--- src/rtl/bus_pkg.sv ---
// Shared definitions for the tri-state bus owner controller.
//   state_t     : controller FSM states (IDLE / GRANT / TURN)
//   DEF_DW      : default bus data width
//   MAX_SRC     : widest supported driver count (width of onehot())
//   onehot()    : index -> one-hot vector of MAX_SRC bits
//   clog2_min1(): $clog2 that never returns less than 1
package bus_pkg;

    typedef enum logic [1:0] {
        ST_IDLE,
        ST_GRANT,
        ST_TURN
    } state_t;

    localparam int DEF_DW  = 8;
    localparam int MAX_SRC = 8;

    function automatic logic [MAX_SRC-1:0] onehot(input int idx);
        logic [MAX_SRC-1:0] v;
        v = MAX_SRC'(1) << idx;
        return v;
    endfunction

    function automatic int clog2_min1(input int n);
        return (n <= 2) ? 1 : $clog2(n);
    endfunction

endpackage

--- src/rtl/bus_owner_ctrl_rr_arbiter.sv ---
// Combinational round-robin arbiter.
//   req    : per-source request vector
//   ptr    : index where the search starts (highest priority this round)
//   winner : first requesting index at or after ptr, wrapping modulo N_SRC
//   found  : at least one request is set
module rr_arbiter
    import bus_pkg::*;
#(
    parameter  int N_SRC = 2,
    localparam int IW    = clog2_min1(N_SRC)
) (
    input  logic [N_SRC-1:0] req,
    input  logic [IW-1:0]    ptr,
    output logic [IW-1:0]    winner,
    output logic             found
);

    logic [IW:0] pos;

    // Walk offsets from the far end back towards ptr so the closest
    // requester to ptr is the last (and therefore final) assignment.
    always_comb begin
        winner = '0;
        found  = 1'b0;
        pos    = '0;
        for (int off = N_SRC - 1; off >= 0; off--) begin
            pos = {1'b0, ptr} + (IW+1)'(off);
            if (pos >= (IW+1)'(N_SRC)) begin
                pos = pos - (IW+1)'(N_SRC);
            end
            if (req[pos[IW-1:0]]) begin
                winner = pos[IW-1:0];
                found  = 1'b1;
            end
        end
    end

endmodule

--- src/rtl/bus_owner_ctrl.sv ---
// Owner-side controller for a shared tri-state data bus.
// Arbitrates driver requests round-robin, drives one-hot enables, forces
// TURN_CYC dead cycles between owners and registers the resolved bus.
//   clk      : system clock
//   rst_n    : asynchronous active-low reset
//   req      : per-source level request
//   en       : registered tri-state enables, one-hot or zero
//   bus_in   : resolved bus value
//   rd_data  : captured bus value
//   rd_valid : one-cycle pulse when rd_data/rd_src were updated
//   rd_src   : index of the source that drove rd_data
//   busy     : controller is in GRANT or TURN
module bus_owner_ctrl
    import bus_pkg::*;
#(
    parameter  int N_SRC     = 2,
    parameter  int DW        = DEF_DW,
    parameter  int MAX_BURST = 4,
    parameter  int TURN_CYC  = 1,
    localparam int SW        = clog2_min1(N_SRC),
    localparam int BW        = clog2_min1(MAX_BURST),
    localparam int TW        = clog2_min1(TURN_CYC)
) (
    input  logic             clk,
    input  logic             rst_n,
    input  logic [N_SRC-1:0] req,
    output logic [N_SRC-1:0] en,
    input  logic [DW-1:0]    bus_in,
    output logic [DW-1:0]    rd_data,
    output logic             rd_valid,
    output logic [SW-1:0]    rd_src,
    output logic             busy
);

    state_t           state, state_n;
    logic [SW-1:0]    cur_src, cur_n;
    logic [SW-1:0]    rr_ptr, ptr_n;
    logic [BW-1:0]    beat_cnt, beat_n;
    logic [TW-1:0]    turn_cnt, turn_n;
    logic [N_SRC-1:0] en_n;
    logic [DW-1:0]    rdd_n;
    logic             rdv_n;
    logic [SW-1:0]    rds_n;
    logic [SW-1:0]    winner;
    logic             win_any;
    logic             grant;

    rr_arbiter #(.N_SRC(N_SRC)) u_arb (
        .req    (req),
        .ptr    (rr_ptr),
        .winner (winner),
        .found  (win_any)
    );

    always_ff @(posedge clk or negedge rst_n) begin
        if (!rst_n) begin
            state    <= ST_IDLE;
            cur_src  <= '0;
            rr_ptr   <= '0;
            beat_cnt <= '0;
            turn_cnt <= '0;
            en       <= '0;
            rd_data  <= '0;
            rd_valid <= 1'b0;
            rd_src   <= '0;
        end else begin
            state    <= state_n;
            cur_src  <= cur_n;
            rr_ptr   <= ptr_n;
            beat_cnt <= beat_n;
            turn_cnt <= turn_n;
            en       <= en_n;
            rd_data  <= rdd_n;
            rd_valid <= rdv_n;
            rd_src   <= rds_n;
        end
    end

    always_comb begin
        state_n = state;
        cur_n   = cur_src;
        ptr_n   = rr_ptr;
        beat_n  = beat_cnt;
        turn_n  = turn_cnt;
        en_n    = en;
        rdv_n   = 1'b0;
        rdd_n   = rd_data;
        rds_n   = rd_src;
        grant   = 1'b0;

        case (state)
            ST_IDLE: begin
                en_n  = '0;
                grant = win_any;
            end
            ST_GRANT: begin
                // The current owner drove the bus this whole cycle, so the
                // beat is captured even when its request has just dropped.
                rdv_n = 1'b1;
                rdd_n = bus_in;
                rds_n = cur_src;
                if (!req[cur_src] || beat_cnt == BW'(MAX_BURST - 1)) begin
                    en_n    = '0;
                    state_n = ST_TURN;
                    turn_n  = '0;
                end else begin
                    beat_n = beat_cnt + 1'b1;
                end
            end
            ST_TURN: begin
                en_n = '0;
                if (turn_cnt == TW'(TURN_CYC - 1)) begin
                    if (win_any) begin
                        grant = 1'b1;
                    end else begin
                        state_n = ST_IDLE;
                    end
                end else begin
                    turn_n = turn_cnt + 1'b1;
                end
            end
            default: begin
                en_n    = '0;
                state_n = ST_IDLE;
            end
        endcase

        // The pointer moves past the winner at grant time, so an owner that
        // is forcibly released at MAX_BURST queues behind other requesters.
        if (grant) begin
            state_n = ST_GRANT;
            en_n    = N_SRC'(onehot(int'(winner)));
            cur_n   = winner;
            ptr_n   = (winner == SW'(N_SRC - 1)) ? '0 : winner + 1'b1;
            beat_n  = '0;
        end
    end

    assign busy = (state != ST_IDLE);

    a_en_onehot0: assert property (@(posedge clk) disable iff (!rst_n)
        $onehot0(en));

    // Enables may only change owner through an all-zero cycle.
    a_en_no_overlap: assert property (@(posedge clk) disable iff (!rst_n)
        (en != '0 && $past(en) != '0) |-> (en == $past(en)));

endmodule

--- config.mk ---
export PLATFORM = sky130hd
export DESIGN_NAME = bus_owner_ctrl
export DESIGN_NICKNAME = d
export VERILOG_FILES = /design/src/rtl/bus_pkg.sv /design/src/rtl/bus_owner_ctrl_rr_arbiter.sv /design/src/rtl/bus_owner_ctrl.sv
export SDC_FILE = /design/constraint.sdc
export NUM_CORES = 1
export LEC_CHECK = 0
export CORE_ASPECT_RATIO = 1.75
export CORE_UTILIZATION = 25
export DETAILED_ROUTE_END_ITERATION = 10
export SLEW_MARGIN = 20
export SYNTH_ARGS = -nofsm -noshare
export SYNTH_HDL_FRONTEND = slang
export SYNTH_SLANG_ARGS = --single-unit
--- constraint.sdc ---
create_clock -name clk -period 1.3 [get_ports clk]
set_input_delay 0.26 -clock clk [delete_from_list [all_inputs] [get_ports clk]]
set_output_delay 0.26 -clock clk [all_outputs]
set_load 0.02 [all_outputs]
---- Word-level counts from Yosys, hierarchy flattened ----
Cells that the tools add are included.
word-level totals
  word-level logic and storage cells ...... 70
  output and inout port bits .............. 13
  register bits ........................... 19
cells by class
  reductions and logical operators ........ 9
  eq/ne operators ......................... 9
  add/sub/neg operators ................... 6
  mux-type cells .......................... 31
  shift-type cells ........................ 1
  magnitude comparators ................... 5
operators by type and width
  cell                                                                           count
  2-bit 2-to-1 mux                                                               10
  1-bit 2-to-1 mux                                                               18
  3-bit inequality test (second input constant)                                  3
  1-bit by 2-bit less-than comparator with 1-bit output (second input constant)  3
  2-bit inequality test (second input constant)                                  3
  2-bit one-hot mux with 3 select lines                                          1
  2-bit nonzero test                                                             3
  2-bit equality test (second input constant)                                    2
  1-bit one-hot mux with 2 select lines                                          2
  2-bit AND reduction                                                            2
  4-bit AND reduction                                                            1
  1-bit adder (second input constant)                                            2
  1-bit by 1-bit adder with 2-bit output (second input constant)                 1
  2-bit by 1-bit adder with 2-bit output (second input constant)                 1
  2-bit by 1-bit equality test with 1-bit output (second input constant)         1
  1-bit by 2-bit >= comparator with 1-bit output (second input constant)         1
  2-bit >= comparator (second input constant)                                    1
  2-bit logical NOT                                                              1
  1-bit by 1-bit << shifter with 2-bit output (first input constant)             1
  1-bit subtractor (second input constant)                                       2
  1-bit logical NOT                                                              1
  1-bit logical OR                                                               1

---- Depth between registers and ports, before layout ----
Gate-level depths: netlist of run 1.
  depth in word-level cells ............... 12
  depth in mapped cells ................... 3
  depth with buffers taken out ............ 3

---- Hierarchy ----
A second synthesis of run 1 with hierarchy kept.
unflattened totals
  cell total of the unflattened synthesis .. 70
  area total of the unflattened synthesis .. 738.2 µm²
modules (own cells, without submodules)
  module          times used  cells each  sequential area each (µm²)  area an instance (µm²)
  bus_owner_ctrl  1           67          450.4                       720.7
  rr_arbiter      1           3           0.0                         17.5

---- Worst setup path before layout of run 1 ----
Ideal clock, no wire load.
  path kind ............................... register to register
  start point ............................. register beat_cnt[0]
  end point ............................... register beat_cnt[0]
  period minus slack after synthesis ...... 1.142 ns
  cell stages (with the launch flop) ...... 4
  library setup time ...................... 0.079 ns
  slack ................................... 0.158 ns
  arrival time ............................ 1.062 ns
  data required time ...................... 1.221 ns
  cells stage by stage .................... dfrtp_1 -> ha_1 -> nor3_4 -> mux2i_1
on the way
  word-level cells in the longest chain between the ends .. 4
  elaborated cells between the ends (all ways) .. 8
  those cells by class .................... add/sub (1); eq/ne (2); mux (3); reduce/logical (2)
RTL lines
  item                                                                                  line                                          text
  start: declaration                                                                    bus_owner_ctrl.sv:38                          logic [BW-1:0] beat_cnt, beat_n;
  start signal: assignment                                                              bus_owner_ctrl.sv:70                          beat_cnt <= beat_n;
  2-bit by 1-bit adder with 2-bit output / 2-bit equality test (equally long branches)  bus_owner_ctrl.sv:107, bus_owner_ctrl.sv:102
  2-bit 2-to-1 mux / 1-bit logical OR (equally long branches)                           bus_owner_ctrl.sv:102                         if (!req[cur_src] || beat_cnt == BW'(MAX_BURST - 1)) begin
  2-bit 2-to-1 mux / 2-bit inequality test (equally long branches)                      -
  2-bit 2-to-1 mux / 2-bit AND reduction (equally long branches)                        -
Parallel ways exist; a longest one is shown, timed or not. The select of a mux whose other input is x is not followed.
A chain may end at the register's enable or synchronous reset.

---- Worst setup path in the final report of run 1 ----
  start point ............................. register state[0]
  end point ............................... output busy
on the way
  word-level cells in the longest chain between the ends .. 1
RTL lines
  item                      line                   text
  start: declaration        bus_owner_ctrl.sv:35   state_t state, state_n;
  start signal: assignment  bus_owner_ctrl.sv:67   state <= state_n;
  2-bit nonzero test        bus_owner_ctrl.sv:139  assign busy = (state != ST_IDLE);
  end: declaration          bus_owner_ctrl.sv:32   output logic busy
Every way passes these cells.

==> reports/metrics.yaml, run 1 <==
fmax_mhz: 790
synth-simple-area-share: 0.0967
reg2regPathDepth: 4
grt_pass1_vias: 529
wirelength_um: 1430
crit_required_ps: 1040
async_reset_ff_frac: 1.00
clock-sinks: 18
core_area_um2: 2900
grt_pass1_wl_um: 2360
avgSynthCellArea_um2: 14.7
synthTopCellsByCount: "dfrtp_1 (18), mux2_4 (8), inv_1 (3), mux2i_1 (3), nand2_1 (3)"
fp.dieW_um: 43.8
period_share: 0.974
cpPeakStageDelay_ps: 380
placed_cells: 107
netlist_area_um2: 763
fin_nets: 99
vias: 517
port_buffers: 24
fin_area_um2: 1130
r2r-start: "state[0]$_DFFE_PN0P_"
grt_max_degree: 19
hold_class: "in2async"
cts_tree: "yes"
setup_ws_ps: 34.3
diodes: 0
crit_type: "reg2out"
yosysTopAreaCellShare: 0.590
drt_iter0_drc: 8
irDropWorstVdd_mv: 0.932
synth_warnings: 0
nFillCells: 292
gr-usage-all-layers: 0.104
dieArea_um2: 3290
path_max_fanout: 2
synth_compound_gate_area_share: 0.0557
dpl_cell_area_um2: 1060
root_buffer: "clkbuf_8"
hold_viol: 0
final_cells: 113
drv_slew: 0
yosys.cell_types.count: 19
clkTransAtPathRegs_ps: 70
setup-tns-final_ps: 0
fin_crit_ps: 1270
postCtsHoldBufs: 0
place.detailed.hpwl_um: 986
ant_nets: 0
r2r_setup_slack_ps: 100
gp_congestion: 0.721
synthCells: 52
cts_buffers: 3
drive_gt1_frac: 0.294
skew_ps: 1.47
critPathLaunchType: "flop"
synth_top_family_by_area: "multiplexers"
r2r_end: "rd_data[6]$_DFFE_PN0P_"
critPathArrivalTime_ps: 1010
clock_latency_ps: 250
yosysMostFrequentCell: "dfrtp_1"
htree_levels: 1
power_uw: 2930
clockBufferDepth: 2
crit_chain: "or2_4, buf_6"
crit_path_end_kind: "primary output"
p_leak_uw: 0.000561
yosys-top-cells-area: "dfrtp_1 (59%), mux2_4 (16%), mux2i_1 (3.9%)"
synth-edff-count: 0
violations: "design-rule violations"
grt_overflow_total: 0
ys_seq_area_frac: 0.590
io_pins: 25
drc: 4
via_per_inst: 4.58
antenna_found_initial: 0
fp-row-count: 26
synthAdderAreaFrac: 0.0164
initial_core_util: 0.264
synth_seq_cells: 18
routedWlPerCell_um: 12.6
synth_ff_type: "dfrtp_1"
cap_violations: 0
pre_cts_ws_ps: -125
yosys.area.top_type: "dfrtp_1"
setup_violations: 0
die_h_um: 75.1
synth_nets: 65
cellPowerDensity_nw_per_um2: 2590
cpMaxStageDelayCell: "dfrtp_1"
synth-xor-area-share: 0
tightest_slew_ps: 250
status: "finished with violations"
synthMuxAreaShare: 0.211
area_growth_pct: 48.2
first_pass_iters: 7
relSlewSlack: 0.829
## sequential cells by signal, indices dropped and copies added, names as in the netlist
| register | flops |
|---|---|
| rd_data | 8 |
| cur_src | 1 |
| en | 2 |
| beat_cnt | 2 |
| state | 2 |
| rd_valid | 1 |
| rd_src | 1 |
| rr_ptr | 1 |
## through the flow
stage | hold WS [ps] | utilization
6_report | 338 | 0.391
3_3_place_gp | 471 | 0.365
5_1_grt | 362 | 0.391
3_5_place_dp | 482 | 0.365
4_1_cts | 342 | 0.377
2_1_floorplan | -35.6 | -
## kinds of logic after synthesis
family | count (synthesis)
compound gates | 6
mux | 12
fa+ha+maj | 1
buf+inv | 4
simple gates | 11
flops | 18
## worst max-delay path: cells and delay by family, from the launching register on
| family | cells | cell delay [ps] |
|---|---|---|
| DFF | 1 | 380 |
| and+or+nand+nor | 1 | 250 |
| buffers and inverters | 1 | 130 |
## placed cells by master, fill, tap and decap left out
cell and n:
nor2_1 2, clkbuf_8 4, nand2_1 3, mux2_2 1
a21o_1 1, buf_4 5, mux2i_1 3, and3_1 1
ha_2 1, mux2_4 8, clkdlybuf4s50_1 11, dfrtp_1 18
dlygate4sd2_1 12, inv_1 3, a32o_2 1, nand2b_4 1
buf_6 1, a21oi_1 2, nor3_4 1, o21bai_1 1
nand2b_1 2, buf_12 1, or2_4 1, a31oi_1 1
## power breakdown
| group | switching (uW) | leakage, uW | total [uW] | internal [uW] |
|---|---|---|---|---|
| clock network | 181 | 0.0000288 | 450 | 269 |
| logic | 683 | 0.000316 | 1490 | 806 |
| registers | 150 | 0.000217 | 988 | 837 |
| total | 1020 | 0.000561 | 2930 | 1910 |
## metal layers
layer | global-route usage | vias to the layer above | wire, um
li1 | - | 242 | -
met1 | 0.0956 | 253 | 574
met2 | 0.174 | 16 | 716
met3 | 0.0336 | 6 | 75
met4 | 0.101 | 0 | 61
met5 | 0 | - | 0
## layout make-up
class,instances,area (um2),area share
Inverter,3,11.3,0.00996
Clock buffer,4,55.1,0.0487
Sequential cell,18,450,0.398
Multi-Input combinational cell,30,295,0.261
Tap cell,28,35.0,0.0310
Timing Repair Buffer,30,284,0.251
## worst max path at each step
stage | startpoint | to | slack, ps
floorplan | beat_cnt[0]$_DFFE_PN0P_ | beat_cnt[0]$_DFFE_PN0P_ | 160
global placement | state[0]$_DFFE_PN0P_ | busy | -120
detailed placement | state[0]$_DFFE_PN0P_ | busy | -120
CTS | state[0]$_DFFE_PN0P_ | busy | -30
global route | state[0]$_DFFE_PN0P_ | busy | -5
finish | state[0]$_DFFE_PN0P_ | busy | 30
## repair_timing
item,CTS,global route
endpoints found under the setup margin,13,3
pin swaps,0,1
gates resized for setup,16,4
cloned,0,0
endpoints found under the hold margin,0,0
buffers inserted,0,2
Power figures use the tool's default switching activity.
==> run 2: changes to the inputs <==
--- a/config.mk
+++ b/config.mk
@@ -6,7 +6,9 @@
 export NUM_CORES = 1
 export LEC_CHECK = 0
 export CORE_ASPECT_RATIO = 1.75
+export CORE_MARGIN = 3
 export CORE_UTILIZATION = 25
+export CTS_BUF_LIST = sky130_fd_sc_hd__clkbuf_8 sky130_fd_sc_hd__clkbuf_16
 export DETAILED_ROUTE_END_ITERATION = 10
 export SLEW_MARGIN = 20
 export SYNTH_ARGS = -nofsm -noshare
==> run 2 against run 1 <==
  * The flow now finishes without violations
  * Setup slack got worse by 8.5 ps
  * Wire length increased by 7.8%
  * Critical path depth unchanged
  * Die area increased by 15%
  * Register-to-register slack about the same
  * Sequential power about the same
  * Cell count unchanged
  * Clock power decreased by 0.9%
  * Core utilization increased by 1.3 points
  * Largest power group unchanged
==> reports/metrics.yaml, run 2 (synthesized netlist as in run 1, its figures left out) <==
relSlewSlack: 0.797  # -0.0312
gp_congestion: 0.670  # -7.1%
area_growth_pct: 49.0
vias: 529  # +2.3%
final_common_cell: "dfrtp_1"
most-common-layout-cells: "dfrtp_1 (18), dlygate4sd2_1 (12), clkdlybuf4s50_1 (11)"
status: "finished clean"
first_pass_iters: 2  # -5
wirelength_um: 1540  # +7.8%
die_h_um: 79.1  # +5.3%
drc: 0  # -4
setup-tns-final_ps: 0  # unchanged
cpPeakStageDelay_ps: 390  # about the same
crit_chain: "or2_4, buf_6"
grt_pass1_wl_um: 2570  # +8.8%
core_area_um2: 2820  # -2.8%
clock_latency_ps: 250  # about the same
root_buffer: "clkbuf_8"
whs_ps: 334  # -3.52 ps
via_per_inst: 4.68  # +2.3%
path_max_fanout: 2  # unchanged
fp.dieW_um: 47.8  # +9.1%
clock-sinks: 18  # unchanged
grt_pass1_vias: 527  # -0.38%
ant_nets: 0  # unchanged
rsz0062_at_grt: "true"
skew_ps: 1.76  # +0.294 ps
r2r_setup_slack_ps: 100  # about the same
place.detailed.hpwl_um: 1210  # +23%
critPathTopFamily: "flip-flops"
p_leak_uw: 0.000566  # +0.87%
cpMaxStageDelayCell: "dfrtp_1"
cellPowerDensity_nw_per_um2: 2610  # +0.76%
drive_gt1_frac: 0.302  # +0.00821
tightest_slew_ps: 303  # +53.0 ps
hold_viol: 0  # unchanged
grt_max_degree: 19  # unchanged
cts_buffers: 3  # unchanged
clkTransAtPathRegs_ps: 70  # about the same
setup_violations: 0  # unchanged
hold_class: "in2async"
period_share: 0.980  # +0.00655
postCtsHoldBufs: 0  # unchanged
crit_type: "reg2out"
drt_iter0_drc: 6  # -2
clockBufferDepth: 2  # unchanged
drv_slew: 0  # unchanged
crit_required_ps: 1040  # about the same
io_pins: 25  # unchanged
fmax_mhz: 785  # -0.67%
fin_crit_ps: 1270  # +8.52 ps
gr-usage-all-layers: 0.0942  # -0.00990
port_buffers: 24  # unchanged
cts_tree: "yes"
fp-row-count: 25  # -3.8%
critPathArrivalTime_ps: 1010  # about the same
largest_reg_flops: 8  # unchanged
initial_core_util: 0.271  # +0.00750
crit_path_end_kind: "primary output"
irDropWorstVdd_mv: 0.787  # -16%
top_register: "rd_data"
cap_violations: 0  # unchanged
critPathBufInv: 1  # unchanged
grt_overflow_total: 0  # unchanged
htree_levels: 1  # unchanged
fin_nets: 100  # +1.0%
antenna_found_initial: 0  # unchanged
critPathLaunchType: "flop"
dieArea_um2: 3780  # +15%
routedWlPerCell_um: 13.6  # +7.8%
diodes: 0  # unchanged
-- run 2: cell types whose count changed in the layout (fill, tap and decap cells not counted), sizes merged --
cell | previous run | this run
buf | 7 | 8
-- run 2: metal layers --
metal	global-route usage	up-vias	wire [um]	share of wire
met5	0	-	0	0
met4	0.0485	0	36	0.023
met3	0.0227	5	77	0.050
met2	0.145	17	836	0.54
met1	0.116	261	590	0.38
li1	-	246	-	-
-- run 2: where the power goes --
part,leakage (uW),total [uW],switching (uW),internal (uW)
combinational,0.000321,1520,691,826
clock,0.0000288,446,177,269
sequential,0.000217,1000,164,838
-- run 2: layout make-up --
type                            count  area, um2
Multi-Input combinational cell     30        295
Sequential cell                    18        450
Tap cell                           27       33.8
Clock buffer                        4       55.1
Fill cell                         285       1680
Inverter                            3       11.3
Timing Repair Buffer               31        292
-- run 2: what timing repair did --
action / in CTS / in global routing
resized for setup: 16 / 4
pin swaps: 0 / 2
setup endpoints to repair: 13 / 3
buffers inserted: 0 / 2
gates cloned: 0 / 0
-- run 2: final timing paths --
check	startpoint	to	depth (start not counted)
min in group clk	en[0]$_DFFE_PN0P_	en[0]$_DFFE_PN0P_	1
max in group asynchronous	rst_n	rr_ptr$_DFFE_PN0P_	2
min	rst_n	rd_data[1]$_DFFE_PN0P_	2
max reg2reg	state[0]$_DFFE_PN0P_	rd_data[1]$_DFFE_PN0P_	4
min reg2reg	en[0]$_DFFE_PN0P_	en[0]$_DFFE_PN0P_	1
max	state[1]$_DFFE_PN0P_	busy	2
-- run 2: per-stage QoR --
step / instances / power, uW / utilization / worst slack, ps / cell area [um2]
after floorplan: 52 / 1950 / - / 158 / 763
after global placement: 107 / 2570 / 0.382 / -125 / 1080
after detailed placement: 107 / 2610 / 0.382 / -156 / 1080
after CTS: 111 / 2920 / 0.395 / -56.1 / 1110
after global routing: 113 / 3170 / 0.404 / -9.65 / 1140
final: 113 / 2970 / 0.404 / 25.8 / 1140
==> run 3: changes to the inputs <==
--- a/config.mk
+++ b/config.mk
@@ -10,6 +10,7 @@
 export CORE_UTILIZATION = 25
 export CTS_BUF_LIST = sky130_fd_sc_hd__clkbuf_8 sky130_fd_sc_hd__clkbuf_16
 export DETAILED_ROUTE_END_ITERATION = 10
+export SKIP_LAST_GASP = 1
 export SLEW_MARGIN = 20
 export SYNTH_ARGS = -nofsm -noshare
 export SYNTH_HDL_FRONTEND = slang
==> constraint.sdc (replaced) <==
create_clock -name clk -period 1.1 [get_ports clk]
set_input_delay 0.22 -clock clk [delete_from_list [all_inputs] [get_ports clk]]
set_output_delay 0.22 -clock clk [all_outputs]
set_load 0.02 [all_outputs]
==> run 3 against run 2 <==
  * The run now ends with negative setup slack left
  * Die area is the same
  * Worst hold slack lost 43 ps
  * Global-route usage shrank 0.29 points
  * Cell count grew 5.3%
  * Sequential share of layout area shrank 1.1 points
  * Via count grew 3.0%
  * Critical path depth is the same
  * Clock power grew 20%
  * Total power grew 26%
  * Count of clock-buffer cells in the layout is the same
==> reports/metrics.yaml, run 3 (synthesized netlist as in run 1, its figures left out) <==
crit_type: "reg2out"
multi_input_area_um2: 304  # +3.0%
final_common_cell: "dfrtp_1"
drc: 0  # unchanged
r2r_setup_slack_ps: -80  # -180 ps
vias: 545  # +3.0%
fin_nets: 106  # +6.0%
clkTransAtPathRegs_ps: 70  # about the same
grt_pass1_wl_um: 2490  # -3.0%
regArea_um2: 450  # unchanged
dpl_cell_area_um2: 1120  # +4.2%
irDropWorstVdd_mv: 1.22  # +55%
htree_levels: 1  # unchanged
gr-usage-all-layers: 0.0913  # -0.00289
placed_cells: 111  # +3.7%
cpPeakStageDelay_ps: 380  # about the same
violations: "negative setup slack"
fin_area_um2: 1170  # +2.9%
wirelength_um: 1570  # +2.2%
critPathLaunchType: "flop"
gp_congestion: 0.725  # +8.1%
drive_gt1_frac: 0.511  # +0.209
fin_crit_ps: 1220
die_h_um: 79.1  # unchanged
nFillCells: 289  # +1.4%
cts_tree: "yes"
area_growth_pct: 53.3
root_buffer: "clkbuf_8"
place.detailed.hpwl_um: 1160  # -3.7%
hold_class: "in2async"
fp.dieW_um: 47.8  # unchanged
cts_buffers: 3  # unchanged
port_buffers: 24  # unchanged
routedWlPerCell_um: 13.2  # -2.9%
cellPowerDensity_nw_per_um2: 3180  # +22%
antenna_found_initial: 0  # unchanged
crit_path_end_kind: "primary output"
dieArea_um2: 3780  # unchanged
initial_core_util: 0.271  # unchanged
period_share: 1.11
critPathArrivalTime_ps: 1000  # about the same
fp-row-count: 25  # unchanged
grt_overflow_total: 0  # unchanged
grt_pass1_vias: 576  # +9.3%
status: "finished with violations"
clock-sinks: 18  # unchanged
ant_nets: 0  # unchanged
io_pins: 25  # unchanged
drt_iter0_drc: 17  # +11
largest_reg_flops: 8  # unchanged
first_pass_iters: 6  # +4
setup_ws_ps: -120  # -146 ps
most-common-layout-cells: "dfrtp_1 (18), buf_2 (11), clkdlybuf4s50_1 (9), buf_4 (9), mux2_4 (8)"
core_area_um2: 2820  # unchanged
clock_latency_ps: 250  # about the same
setup_violations: 13  # +13
cap_violations: 0  # unchanged
path_max_fanout: 2  # unchanged
diodes: 0  # unchanged
relSlewSlack: 0.812  # +0.0142
grt_max_degree: 19  # unchanged
final_cells: 119  # +5.3%
clockBufferDepth: 2  # unchanged
crit_chain: "or2_4, buf_6"
tightest_slew_ps: 282  # -21.3 ps
drv_slew: 0  # unchanged
crit_required_ps: 880  # -160 ps
p_leak_uw: 0.000585  # +3.4%
rsz0062_at_grt: "true"
hold_viol: 0  # unchanged
top_register: "rd_data"
cpMaxStageDelayCell: "dfrtp_1"
via_per_inst: 4.58  # -2.2%
skew_ps: 3.09  # +1.33 ps
fmax_mhz: 820
run 3: cell types whose count changed in the layout (fill, tap and decap cells not counted):
cell / previous run / this run
buf_2: 0 / 11
dlygate4sd2_1: 12 / 2
buf_4: 6 / 9
buf_6: 1 / 3
clkdlybuf4s50_1: 11 / 9
and3_1: 1 / 0
and3_4: 0 / 1
buf_12: 1 / 2
clkdlybuf4s15_2: 0 / 1
inv_1: 3 / 2
inv_2: 0 / 1
mux2i_1: 3 / 2
mux2i_2: 0 / 1
run 3: worst paths after layout:
kind | from | to | cells past startpoint
worst max-delay path | state[1]$_DFFE_PN0P_ | busy | 2
worst min-delay path | rst_n | rd_data[5]$_DFFE_PN0P_ | 2
worst max register to register | state[1]$_DFFE_PN0P_ | beat_cnt[1]$_DFFE_PN0P_ | 3
worst min register to register | rd_src$_DFFE_PN0P_ | rd_src$_DFFE_PN0P_ | 1
max in group asynchronous | rst_n | rd_data[0]$_DFFE_PN0P_ | 2
min in group clk | req[1] | rr_ptr$_DFFE_PN0P_ | 3
run 3: repair_timing:
item / CTS / global route
hold buffers: 0 / 0
gates resized for setup: 60 / 1
gates cloned: 0 / 0
buffers inserted: 4 / 0
setup endpoints to repair: 27 / 17
pin swaps: 3 / 1
run 3: area by class of cell:
type                            count  area share
Sequential cell                    18       0.385
Timing Repair Buffer               37       0.270
Multi-Input combinational cell     30       0.260
Clock buffer                        4      0.0471
Tap cell                           27      0.0289
Inverter                            3     0.00963
run 3: critical path: cells and delay by family (launching register included):
kind	cells	cell delay (ps)
buf+inv	1	130
simple gates	1	250
flops	1	380
run 3: routing by layer:
metal | track usage | part of all wire
met5 | 0 | 0
met2 | 0.147 | 0.51
met4 | 0.0404 | 0.025
met3 | 0.0227 | 0.062
met1 | 0.108 | 0.41
run 3: through the flow:
stage	setup slack, ps	utilization	hold slack [ps]	power (uW)	setup TNS [ps]
6_report	-120	0.416	291	3720	-852
5_1_grt	-152	0.416	318	3940	-1460
4_1_cts	-128	0.418	299	3790	-923
3_3_place_gp	-286	0.398	490	3220	-3030
3_5_place_dp	-367	0.398	493	3260	-3510
2_1_floorplan	9.43	-	-75.6	2310	0
run 3: report_power, final:
| part | switching (uW) | internal (uW) | leakage, uW |
|---|---|---|---|
| clock | 216 | 318 | 0.0000288 |
| sequential | 181 | 990 | 0.000217 |
| combinational | 881 | 1140 | 0.000340 |
| total | 1280 | 2450 | 0.000585 |
